<file path="config.mk">
export PLATFORM = sky130hd
export DESIGN_NAME = uart_tx_arbiter_flat
export DESIGN_NICKNAME = d
export VERILOG_FILES = /design/src/rtl/uart_tx_arbiter_if.sv /design/src/rtl/uart_tx_arbiter.sv /design/src/flat_wrapper.sv
export SDC_FILE = /design/constraint.sdc
export NUM_CORES = 1
export LEC_CHECK = 0
export ABC_CLOCK_PERIOD_IN_PS = 2100
export CORE_ASPECT_RATIO = 1.1
export CORE_MARGIN = 2
export CORE_UTILIZATION = 50
export DETAILED_ROUTE_END_ITERATION = 12
export DONT_BUFFER_PORTS = 1
export PLACE_DENSITY_LB_ADDON = 0.1
export SETUP_SLACK_MARGIN = 0.15
export SYNTH_ARGS = -nofsm -noshare
export SYNTH_HDL_FRONTEND = slang
export SYNTH_SLANG_ARGS = --single-unit
export TNS_END_PERCENT = 50
</file>
<file path="constraint.sdc">
create_clock -name clk_i -period 2.1 [get_ports clk_i]
set_clock_uncertainty 0.1 [all_clocks]
set_input_delay 0.21 -clock clk_i [delete_from_list [all_inputs] [get_ports clk_i]]
set_output_delay 0.21 -clock clk_i [all_outputs]
set_load 0.1 [all_outputs]
</file>
<file path="src/rtl/uart_tx_arbiter_if.sv">
// Handshake bundle between the requester FIFOs, the arbiter and uart_tx.
// The master modport is the arbiter side; slave is the requester/uart_tx side.
interface uart_tx_arbiter_if #(
    parameter int num_req_p   = 4,
    parameter int data_bits_p = 8
);
    logic [num_req_p-1:0]             req_v_i;
    logic [num_req_p*data_bits_p-1:0] req_data_i;
    logic [num_req_p-1:0]             req_last_i;
    logic [num_req_p-1:0]             req_ready_and_o;
    logic                             uart_v_o;
    logic [data_bits_p-1:0]           uart_data_o;
    logic                             uart_ready_and_i;
    logic                             uart_done_i;

    modport master (
        input  req_v_i, req_data_i, req_last_i, uart_ready_and_i, uart_done_i,
        output req_ready_and_o, uart_v_o, uart_data_o
    );

    modport slave (
        output req_v_i, req_data_i, req_last_i, uart_ready_and_i, uart_done_i,
        input  req_ready_and_o, uart_v_o, uart_data_o
    );
endinterface

</file>
<file path="src/rtl/uart_tx_arbiter.sv">
// Round-robin, packet-granular arbiter sharing one uart_tx among num_req_p requesters.
// Define UART_TX_ARB_TAG_EN to prefix every grant with a tag byte carrying the requester index.
module uart_tx_arbiter #(
    parameter int num_req_p   = 4,
    parameter int data_bits_p = 8,
    parameter int max_burst_p = 16
) (
    input  logic                 clk_i,
    input  logic                 reset_i,
    uart_tx_arbiter_if.master    bus_if,
    output logic [num_req_p-1:0] grant_o,
    output logic                 busy_o
);

    localparam int idx_w = (num_req_p > 1) ? $clog2(num_req_p) : 1;
    localparam int cnt_w = $clog2(max_burst_p + 1);

`ifdef UART_TX_ARB_TAG_EN
    typedef enum logic [2:0] {e_idle, e_send, e_wait_done, e_tag, e_tag_wait} state_e;

    if (data_bits_p < $clog2(num_req_p)) begin : g_tag_width_check
        $error("uart_tx_arbiter: data_bits_p too narrow to carry the requester tag");
    end
`else
    typedef enum logic [1:0] {e_idle, e_send, e_wait_done} state_e;
`endif

    state_e               state_r;
    logic [idx_w-1:0]     gidx_r;
    logic [idx_w-1:0]     last_grant_r;
    logic [cnt_w-1:0]     cnt_r;
    logic                 last_r;

    logic                 pick_found;
    logic [idx_w-1:0]     pick_idx;
    logic                 own_v;
    logic                 own_last;
    logic [data_bits_p-1:0] own_data;

    assign own_v    = bus_if.req_v_i[gidx_r];
    assign own_last = bus_if.req_last_i[gidx_r];
    assign own_data = bus_if.req_data_i[gidx_r*data_bits_p +: data_bits_p];

    // Search starts just past the previous owner so it ends up lowest priority.
    always_comb begin
        int unsigned cand;
        pick_found = 1'b0;
        pick_idx   = '0;
        cand       = 0;
        for (int unsigned i = 1; i <= num_req_p; i++) begin
            cand = (int'(last_grant_r) + i) % num_req_p;
            if (!pick_found && bus_if.req_v_i[idx_w'(cand)]) begin
                pick_found = 1'b1;
                pick_idx   = idx_w'(cand);
            end
        end
    end

    always_comb begin
        bus_if.uart_v_o        = 1'b0;
        bus_if.uart_data_o     = '0;
        bus_if.req_ready_and_o = '0;
        case (state_r)
            e_send: begin
                bus_if.uart_v_o        = own_v;
                bus_if.uart_data_o     = own_v ? own_data : '0;
                bus_if.req_ready_and_o = grant_o & {num_req_p{bus_if.uart_ready_and_i}};
            end
`ifdef UART_TX_ARB_TAG_EN
            e_tag: begin
                bus_if.uart_v_o    = 1'b1;
                bus_if.uart_data_o = data_bits_p'(gidx_r);
            end
`endif
            default: ;
        endcase
    end

    always_ff @(posedge clk_i or posedge reset_i) begin
        if (reset_i) begin
            state_r      <= e_idle;
            grant_o      <= '0;
            busy_o       <= 1'b0;
            gidx_r       <= '0;
            last_grant_r <= idx_w'(num_req_p - 1);
            cnt_r        <= '0;
            last_r       <= 1'b0;
        end else begin
            case (state_r)
                e_idle: begin
                    if (pick_found) begin
                        grant_o <= num_req_p'(1) << pick_idx;
                        gidx_r  <= pick_idx;
                        cnt_r   <= '0;
                        busy_o  <= 1'b1;
`ifdef UART_TX_ARB_TAG_EN
                        state_r <= e_tag;
`else
                        state_r <= e_send;
`endif
                    end
                end
                e_send: begin
                    if (bus_if.uart_v_o && bus_if.uart_ready_and_i) begin
                        last_r  <= own_last;
                        cnt_r   <= cnt_r + cnt_w'(1);
                        state_r <= e_wait_done;
                    end
                end
                e_wait_done: begin
                    if (bus_if.uart_done_i) begin
                        if (last_r || (cnt_r == cnt_w'(max_burst_p))) begin
                            last_grant_r <= gidx_r;
                            grant_o      <= '0;
                            busy_o       <= 1'b0;
                            state_r      <= e_idle;
                        end else begin
                            state_r <= e_send;
                        end
                    end
                end
`ifdef UART_TX_ARB_TAG_EN
                e_tag: begin
                    if (bus_if.uart_ready_and_i) state_r <= e_tag_wait;
                end
                e_tag_wait: begin
                    if (bus_if.uart_done_i) state_r <= e_send;
                end
`endif
                default: state_r <= e_idle;
            endcase
        end
    end

endmodule

</file>
<file path="src/flat_wrapper.sv">
// flat-port wrapper written by rule: the top's interface ports become plain ports
module uart_tx_arbiter_flat 
#(
    parameter int num_req_p   = 4,
    parameter int data_bits_p = 8,
    parameter int max_burst_p = 16
)
  (clk_i, reset_i, grant_o, busy_o, bus_if_req_v_i, bus_if_req_data_i, bus_if_req_last_i, bus_if_uart_ready_and_i, bus_if_uart_done_i, bus_if_req_ready_and_o, bus_if_uart_v_o, bus_if_uart_data_o);
  uart_tx_arbiter_if #(.num_req_p(num_req_p), .data_bits_p(data_bits_p)) bus_if_i ();
  input  logic clk_i;
  input  logic reset_i;
  output logic [num_req_p-1:0] grant_o;
  output logic busy_o;
  input wire logic [$bits(bus_if_i.req_v_i)-1:0] bus_if_req_v_i;
  input wire logic [$bits(bus_if_i.req_data_i)-1:0] bus_if_req_data_i;
  input wire logic [$bits(bus_if_i.req_last_i)-1:0] bus_if_req_last_i;
  input wire logic [$bits(bus_if_i.uart_ready_and_i)-1:0] bus_if_uart_ready_and_i;
  input wire logic [$bits(bus_if_i.uart_done_i)-1:0] bus_if_uart_done_i;
  output wire logic [$bits(bus_if_i.req_ready_and_o)-1:0] bus_if_req_ready_and_o;
  output wire logic [$bits(bus_if_i.uart_v_o)-1:0] bus_if_uart_v_o;
  output wire logic [$bits(bus_if_i.uart_data_o)-1:0] bus_if_uart_data_o;
  assign bus_if_i.req_v_i = bus_if_req_v_i;
  assign bus_if_i.req_data_i = bus_if_req_data_i;
  assign bus_if_i.req_last_i = bus_if_req_last_i;
  assign bus_if_i.uart_ready_and_i = bus_if_uart_ready_and_i;
  assign bus_if_i.uart_done_i = bus_if_uart_done_i;
  assign bus_if_req_ready_and_o = bus_if_i.req_ready_and_o;
  assign bus_if_uart_v_o = bus_if_i.uart_v_o;
  assign bus_if_uart_data_o = bus_if_i.uart_data_o;
  uart_tx_arbiter #(.num_req_p(num_req_p), .data_bits_p(data_bits_p), .max_burst_p(max_burst_p)) u_core (.clk_i(clk_i), .reset_i(reset_i), .bus_if(bus_if_i), .grant_o(grant_o), .busy_o(busy_o));
endmodule
</file>
* Yosys cells after proc, flatten, opt, wreduce, memory -nomap -nowiden *
Cells that the tools add are included.

operators by class
  add/sub/neg operators = 5
  order comparisons = 5
  reduce and logical (&&, ||, !) cells = 17
  bitwise logic cells = 1
  muxes and demuxes = 40
  equality and inequality tests = 7
  shifts and indexed selects = 2

operator list
  kind                 count
  $shiftx 32x6->8      1
  $mux 4               4
  $mux 8               2
  $lt 2x3->1 const B   5
  $mux 1               15
  $mux 2               7
  $bmux 1 s2           6
  $mux 5               2
  $pmux 5 s2           1
  $reduce_and 3->1     3
  $pmux 4 s2           1
  $ne 2x1->1 const B   3
  $pmux 2 s3           1
  $add 5x1->5 const B  1
  $eq 5x5->1 const B   1
  $add 2x1->2 const B  2
  $add 2x2->2 const B  2
  $and 4x4->4          1
  $logic_and 1x1->1    4
  $reduce_and 2->1     2
  $reduce_and 4->1     1
  $reduce_bool 2->1    2
  $shl 1x2->4 const A  1
  $logic_not 1->1      3
  6 further kinds      6

word-level totals
  input port bits = 44
  logic and storage cells = 84
  register bits after elaboration = 17
  output and inout bits = 18

* Logic depth before layout (Yosys ltp) *
Gate-level depths: netlist (run 1).

  depth in word-level cells = 16
  depth in mapped cells = 5

* Worst setup path after synthesis (run 1) *
Ideal clock, no wire load.

  kind = register to output
  start = register u_core.grant_o[0]
  end = output port bus_if_req_ready_and_o[0]
  arrival time = 1.833 ns
  stages on the path, launching flop included = 2
  required time = 1.790 ns
  setup slack = -0.043 ns
  path through = dfrtp_1 -> and3_1

on the way
  word-level cells in the longest chain between the ends = 2

RTL lines
  what                    line                   RTL
  start, declared         uart_tx_arbiter.sv:11  output logic [num_req_p-1:0] grant_o,
  start signal, assigned  uart_tx_arbiter.sv:92  grant_o <= num_req_p'(1) << pick_idx;
  $and 4x4->4             uart_tx_arbiter.sv:67  bus_if.req_ready_and_o = grant_o & {num_req_p{bus_if.uart_ready_and_i}};
  $mux 4                  uart_tx_arbiter.sv:63  case (state_r)
  end, declared           flat_wrapper.sv:19     output wire logic [$bits(bus_if_i.req_ready_and_o)-1:0] bus_if_req_ready_and_o;

No other way between the ends.

* Worst setup path in the final report (run 1) *
  start = register u_core.gidx_r[0]
  end = output port bus_if_uart_data_o[6]

on the way
  word-level cells in the longest chain between the ends = 4

RTL lines
  what                                                     line                   RTL
  start, declared                                          uart_tx_arbiter.sv:29  logic [idx_w-1:0] gidx_r;
  start signal, assigned                                   uart_tx_arbiter.sv:93  gidx_r <= pick_idx;
  branches (longest 2 deep; another with $shiftx 32x6->8)  -
  $mux 8 (*)                                               uart_tx_arbiter.sv:66  bus_if.uart_data_o = own_v ? own_data : '0;
  $mux 8 (*)                                               uart_tx_arbiter.sv:63
  end, declared                                            flat_wrapper.sv:21     output wire logic [$bits(bus_if_i.uart_data_o)-1:0] bus_if_uart_data_o;

Every way passes the cells marked *. The select of a mux whose other input is x is not followed.

==> impl_metrics.toml, run 1 <==
[clock_network]
path_clk_slew_ns = 0.10
htreeDepth = 1
clk-insertion-delay-late_ns = 0.29
cts_inserted_buffers = 3
cts_tree = "built"
clock_sinks = 17
cts_root_buf = "clkbuf_4"
cts.path.max_buffers = 2

[critical_path]
end_kind = "output port"
r2r-start = "u_core.gidx_r[0]"
critPathSlowestCell = "mux4_2"
cp_num_cells = 5
rr_endpoint = "u_core.last_r"
worstPathArrival_ns = 1.81
crit_family = "multiplexers"
crit_fanout = 5
crit_top_cell = "buf_6"
critPathLaunchType = "flop"
critPathBufInv = 3
rr_worst_depth = 6
crit_path_cell_trace = "buf_6 -> mux4_2 -> buf_6 -> and3_4 -> buf_12"
critPathKind = "flop to output port"
cp.required_ns = 1.79
r2r_slack_ns = 0.12
max_stage_delay_ns = 0.53

[finish]
fillCellCount = 159
diodes = 0
multi_input_area_um2 = 775.7
fin_nets = 185
drive_above_1_share = 0.4928
area_growth_syn_to_layout_pct = 40.21
seqCellArea_um2 = 429.2
fin_area_mm2 = 0.001702

[yosys]
netlist_instances = 110
synth_top_area_cell = "dfrtp_1"
synth_xor_area_frac = 0
synth_top_family_by_area = "multiplexers"
ys.flop_type = "dfrtp_1"
synthSimpleGateAreaFrac = 0.1918
ys_seq_elements = 17
yosysMostFrequentCell = "dfrtp_1"
ys_warn_count = 0
async_flop_share = 1.000
synth_compound_area_frac = 0.1588
syn_area_mm2 = 0.001214
ys_types = 38
syn_nets = 156
avgSynthCellArea_um2 = 11.03
synth-seq-area-share = 0.3526
synth.top_cell.area_share = 0.3093
synth_fa_ha_area_frac = 0.02062
synthTopCellsByArea = "dfrtp_1 31%, mux4_2 19%, and3_1 6.2%"
synth-edff-count = 0
synth_common_cells = "15 x dfrtp_1, 12 x and3_1, 10 x mux4_2"
muxShareOfSynthArea = 0.2216

[drt]
viasPerCell = 6.208
drc = 0
vias = 1043
drtIter0Drc = 25
drtPass1Iterations = 4
drt-total-wl_mm = 3.255
wl_per_cell_um = 19.38
antenna_left = 0

[die]
dieArea_mm2 = 0.002838
ios = 62
dieHeight_um = 55.68
die_w_um = 50.98
initial_core_util = 0.5336
row_count = 18
coreArea_mm2 = 0.002275

[place]
placed_cell_area_mm2 = 0.001506
dp_hpwl_mm = 2.342
io_buffers = 0
dp_slack_ns = 0.1879
gp_congestion = 0.7135

[timing]
max_freq_ghz = 0.4722
setup_viol = 6
finalHoldViolations = 0
drv_slew = 0
hold_ws_ns = 0.09560
finalCritPeriodShare = 1.008
rsz0062_at_grt = "true"
finalCriticalPeriod_ns = 2.118
tightest_slew_ns = 0.6697
slew-limit-headroom = 0.5494
fin_ws_ns = -0.01782

[global_routing]
grt_pass1_vias = 1069
grtUsageTotal = 0.2419
grt_pass1_wl_mm = 5.271
grt_antenna_before_repair = 0
grt_start_max_net_pins = 18
overflow = 0

[outcome]
status = "complete, but fails checks"
violations = "negative setup slack"

[power]
fin_total_pwr_uw = 3274
power_density_mw_per_mm2 = 1924
p_leak_uw = 0.0007274
ir_drop_mv = 1.488

[worst_hold_path]
hp-start = "bus_if_uart_ready_and_i"
min_path_cells = 2
hold_end = "u_core.cnt_r[3]"
holdCritPathClass = "input pin to flop"

[job]
drv_cap = 0
## cell families (layout without fill, tap and decap cells)
group,Yosys count,count (layout)
and+or+nand+nor,39,39
DFF,17,17
adders and majority gates,2,2
buffers and inverters,13,41
muxes,14,14
AOI/OAI and AO/OA,25,25
## metrics by stage
step	setup TNS [ns]	cells	utilization
after floorplan	0	110	-
after global placement	0	154	0.6623
after detailed placement	0	154	0.6623
after CTS	0	167	0.7409
after global routing	-0.3455	168	0.7481
final	-0.04094	168	0.7481
## how the worst max path moves through the flow
stage,start,end,slack (ns)
finish,u_core.gidx_r[0],bus_if_uart_data_o[6],-0.02
global route,u_core.gidx_r[0],bus_if_uart_data_o[6],-0.07
CTS,u_core.gidx_r[0],bus_if_uart_data_o[3],0.02
detailed placement,u_core.gidx_r[1],u_core.last_r,0.19
global placement,u_core.gidx_r[1],u_core.last_r,0.26
floorplan,u_core.state_r[1],bus_if_uart_data_o[2],0.01
## cells in the final DEF, fill, tap and decap left out, drive strengths merged, types with 3 or more instances in the layout
master and instances:
buf 28, dfrtp 15, and3 12, mux4 10
inv 7, nor2 5, nand3 5, o21ai 4
nand2 4, clkbuf 4, o31ai 4, nand2b 3
a21oi 3, a22o 3, nor2b 3, mux2 3
o211ai 3
## metal layers
| layer | GRT usage | routed length [µm] | up-vias |
|---|---|---|---|
| li1 | - | - | 480 |
| met1 | 0.3204 | 1323 | 514 |
| met2 | 0.4063 | 1720 | 47 |
| met3 | 0.03495 | 198 | 2 |
| met4 | 0.06950 | 13 | 0 |
| met5 | 0 | 0 | - |
## state kept, by name, summed over array words and instances (netlist names)
signal	flops
u_core.last_r	1
u_core.gidx_r	2
u_core.busy_o	1
u_core.last_grant_r	2
u_core.grant_o	4
u_core.state_r	2
u_core.cnt_r	5
## power breakdown
group	total, µW	internal, µW	switching [µW]
registers	611	460	151
clock network	171	73.7	97.3
logic	2490	989	1500
total	3270	1520	1750
## cell type report
class | instances | share of cell area
Multi-Input combinational cell | 80 | 0.4559
Sequential cell | 17 | 0.2522
Timing Repair Buffer | 30 | 0.2390
Tap cell | 30 | 0.02206
Clock buffer | 4 | 0.01544
Inverter | 7 | 0.01544
## what timing repair did
| item | CTS | global route |
|---|---|---|
| pin swaps | 0 | 1 |
| gates cloned | 1 | 0 |
| resized for setup | 18 | 3 |
| setup buffers | 6 | 1 |
| hold endpoints to repair | 16 | 0 |
| setup endpoints to repair | 13 | 17 |
| hold buffers | 2 | 0 |
No activity file was read; power rests on OpenSTA's default activity.
==> run 2, diff against run 1 <==
--- a/config.mk
+++ b/config.mk
@@ -8,11 +8,12 @@
 export ABC_CLOCK_PERIOD_IN_PS = 2100
 export CORE_ASPECT_RATIO = 1.1
 export CORE_MARGIN = 2
-export CORE_UTILIZATION = 50
+export CORE_UTILIZATION = 62
 export DETAILED_ROUTE_END_ITERATION = 12
 export DONT_BUFFER_PORTS = 1
-export PLACE_DENSITY_LB_ADDON = 0.1
+export PLACE_DENSITY = 0.78
 export SETUP_SLACK_MARGIN = 0.15
+export SKIP_LAST_GASP = 1
 export SYNTH_ARGS = -nofsm -noshare
 export SYNTH_HDL_FRONTEND = slang
 export SYNTH_SLANG_ARGS = --single-unit
==> run 2 against run 1 <==
  * The run now ends clean
  * Sequential share of layout area grew 2.0 points
  * Critical path type unchanged
  * Power shrank 7.3%
  * Critical endpoint is now bus_if_uart_data_o[7]
  * Largest power group unchanged
  * Setup slack gained 0.038 ns
  * Fmax grew 1.8%
  * Clock power grew 4%
  * Core utilization grew 12 points
  * Register-to-register slack gained 0.02 ns
  * Sequential power shrank 2%
==> impl_metrics.toml, run 2 (same netlist as run 1, synthesis figures left out) <==
[outcome]
status = "completed"

[finish]
layout_common_cells = "14 x dfrtp_1, 12 x buf_12, 10 x mux4_2"
diodes = 0
final_common_cell = "dfrtp_1"
utilization = 0.8661
regMostFlops = "u_core.cnt_r"
multi_input_area_um2 = 734.5
fin_nets = 178
fin_area_mm2 = 0.001578
largest_reg_flops = 5
seqCellArea_um2 = 429.2
drive_above_1_share = 0.4046
area_growth_syn_to_layout_pct = 30.00
top_regs = "u_core.cnt_r x5, u_core.grant_o x4"
fillCellCount = 85

[global_routing]
grt_antenna_before_repair = 0
overflow = 0
grt_pass1_vias = 1068
grtUsageTotal = 0.3061
grt_start_max_net_pins = 18
grt_pass1_wl_mm = 5.023

[clock_network]
path_clk_slew_ns = 0.10
clk-insertion-delay-late_ns = 0.29
cts.path.max_buffers = 2
cts_tree = "built"
cts_root_buf = "clkbuf_4"
htreeDepth = 1
clock_sinks = 17
cts_inserted_buffers = 3

[critical_path]
crit_path_cell_trace = "buf_12 -> mux4_2 -> and3_1 -> buf_12"
cp_num_cells = 4
cp.required_ns = 1.79
worstSetupEndpoint = "bus_if_uart_data_o[7]"
max_stage_delay_ns = 0.48
critPathLaunchType = "flop"
critPathSlowestCell = "mux4_2"
r2r-start = "u_core.gidx_r[0]"
end_kind = "output port"
crit_top_cell = "buf_12"
critPathLaunch = "u_core.gidx_r[0]"
crit_family = "multiplexers"
critPathBufInv = 2
rr_worst_depth = 4
rr_endpoint = "u_core.last_r"
critPathKind = "flop to output port"
r2r_slack_ns = 0.14
crit_fanout = 9
worstPathArrival_ns = 1.77

[power]
power_density_mw_per_mm2 = 1924
switchingPower_uw = 1698
clkPwrFrac = 0.058
ir_drop_mv = 1.285
p_sw_frac = 0.5593
intPower_uw = 1338
p_seq_frac = 0.197
p_comb_frac = 0.745
p_leak_uw = 0.0006836

[timing]
tightest_slew_ns = 0.6146
rsz0062_at_grt = "true"
slew-limit-headroom = 0.5898
finalCritPeriodShare = 0.9906
finalHoldViolations = 0
finalCriticalPeriod_ns = 2.080
max_freq_ghz = 0.4807
setup_viol = 0
hold_ws_ns = 0.04828
drv_slew = 0

[job]
drv_cap = 0

[die]
initial_core_util = 0.6662
ios = 62
die_w_um = 46.19
dieHeight_um = 50.40
dieArea_mm2 = 0.002328
coreArea_mm2 = 0.001822
row_count = 16

[place]
placed_cell_area_mm2 = 0.001515
gp_congestion = 0.7780
dp_hpwl_mm = 2.483
io_buffers = 0

[drt]
drt-total-wl_mm = 3.076
antenna_left = 0
drc = 0
wl_per_cell_um = 19.47
viasPerCell = 6.285
drtIter0Drc = 17
drtPass1Iterations = 4
vias = 993

[worst_hold_path]
holdCritPathClass = "input pin to flop"
## run 2: changes by cell type in the layout (fill, tap and decap cells not counted)
cell / change
buf_12: +1
nor2b_4: -1
mux2_4: -1
inv_2: -1
nor2b_1: +1
mux2_2: +1
buf_4: -3
buf_6: -3
inv_1: +1
buf_8: -1
and3_1: +6
buf_16: -1
and3_4: -6
## run 2: timing repair
item                                   CTS  global route
endpoints found under the hold margin   16             0
setup endpoints to repair                9            14
resized for setup                        3             0
setup buffers                            1             0
hold buffers                             2             0
## run 2: worst min-delay path by stage
stage	cells past startpoint	end	start	slack (ns)
3_5_place_dp	1	u_core.grant_o[2]	reset_i	0.11
6_report	2	u_core.cnt_r[4]	bus_if_uart_ready_and_i	0.05
3_3_place_gp	1	u_core.busy_o	reset_i	0.11
2_1_floorplan	1	u_core.busy_o	reset_i	0.03
4_1_cts	2	u_core.state_r[0]	bus_if_uart_done_i	0.04
5_1_grt	2	u_core.cnt_r[4]	bus_if_uart_ready_and_i	0.05
## run 2: final cells by class
| cell class | instances | area share |
|---|---|---|
| tap | 27 | 0.02141 |
| clock buffer | 4 | 0.01665 |
| multi-input combinational | 80 | 0.4655 |
| sequential | 17 | 0.2720 |
| timing repair buffer | 23 | 0.2078 |
| inverter | 7 | 0.01665 |
## run 2: stage by stage
stage / setup TNS (ns) / instances / total power (µW) / worst slack [ns]
floorplan: 0 / 110 / 2212 / 0.01447
global route: -0.2908 / 158 / 3173 / -0.05646
finish: 0 / 158 / 3035 / 0.01976
detailed placement: 0 / 151 / 2818 / 0.2168
global placement: 0 / 151 / 2753 / 0.2835
CTS: 0 / 158 / 3031 / 0.004120
## run 2: power groups by stage
| stage | logic, µW | registers [µW] | clock network (µW) |
|---|---|---|---|
| 4_1_cts | 2260 | 595 | 179 |
| 3_5_place_dp | 2220 | 600 | 0 |
| 5_1_grt | 2360 | 618 | 193 |
| 2_1_floorplan | 1400 | 812 | 0 |
| 6_report | 2260 | 598 | 177 |
| 3_3_place_gp | 2170 | 581 | 0 |
## run 2: layer usage
layer	vias up	GRT usage	part of all wire
met5	-	0	0
met1	485	0.3501	0.38
met3	8	0.07554	0.047
li1	463	-	-
met2	37	0.5394	0.55
met4	0	0.09524	0.022
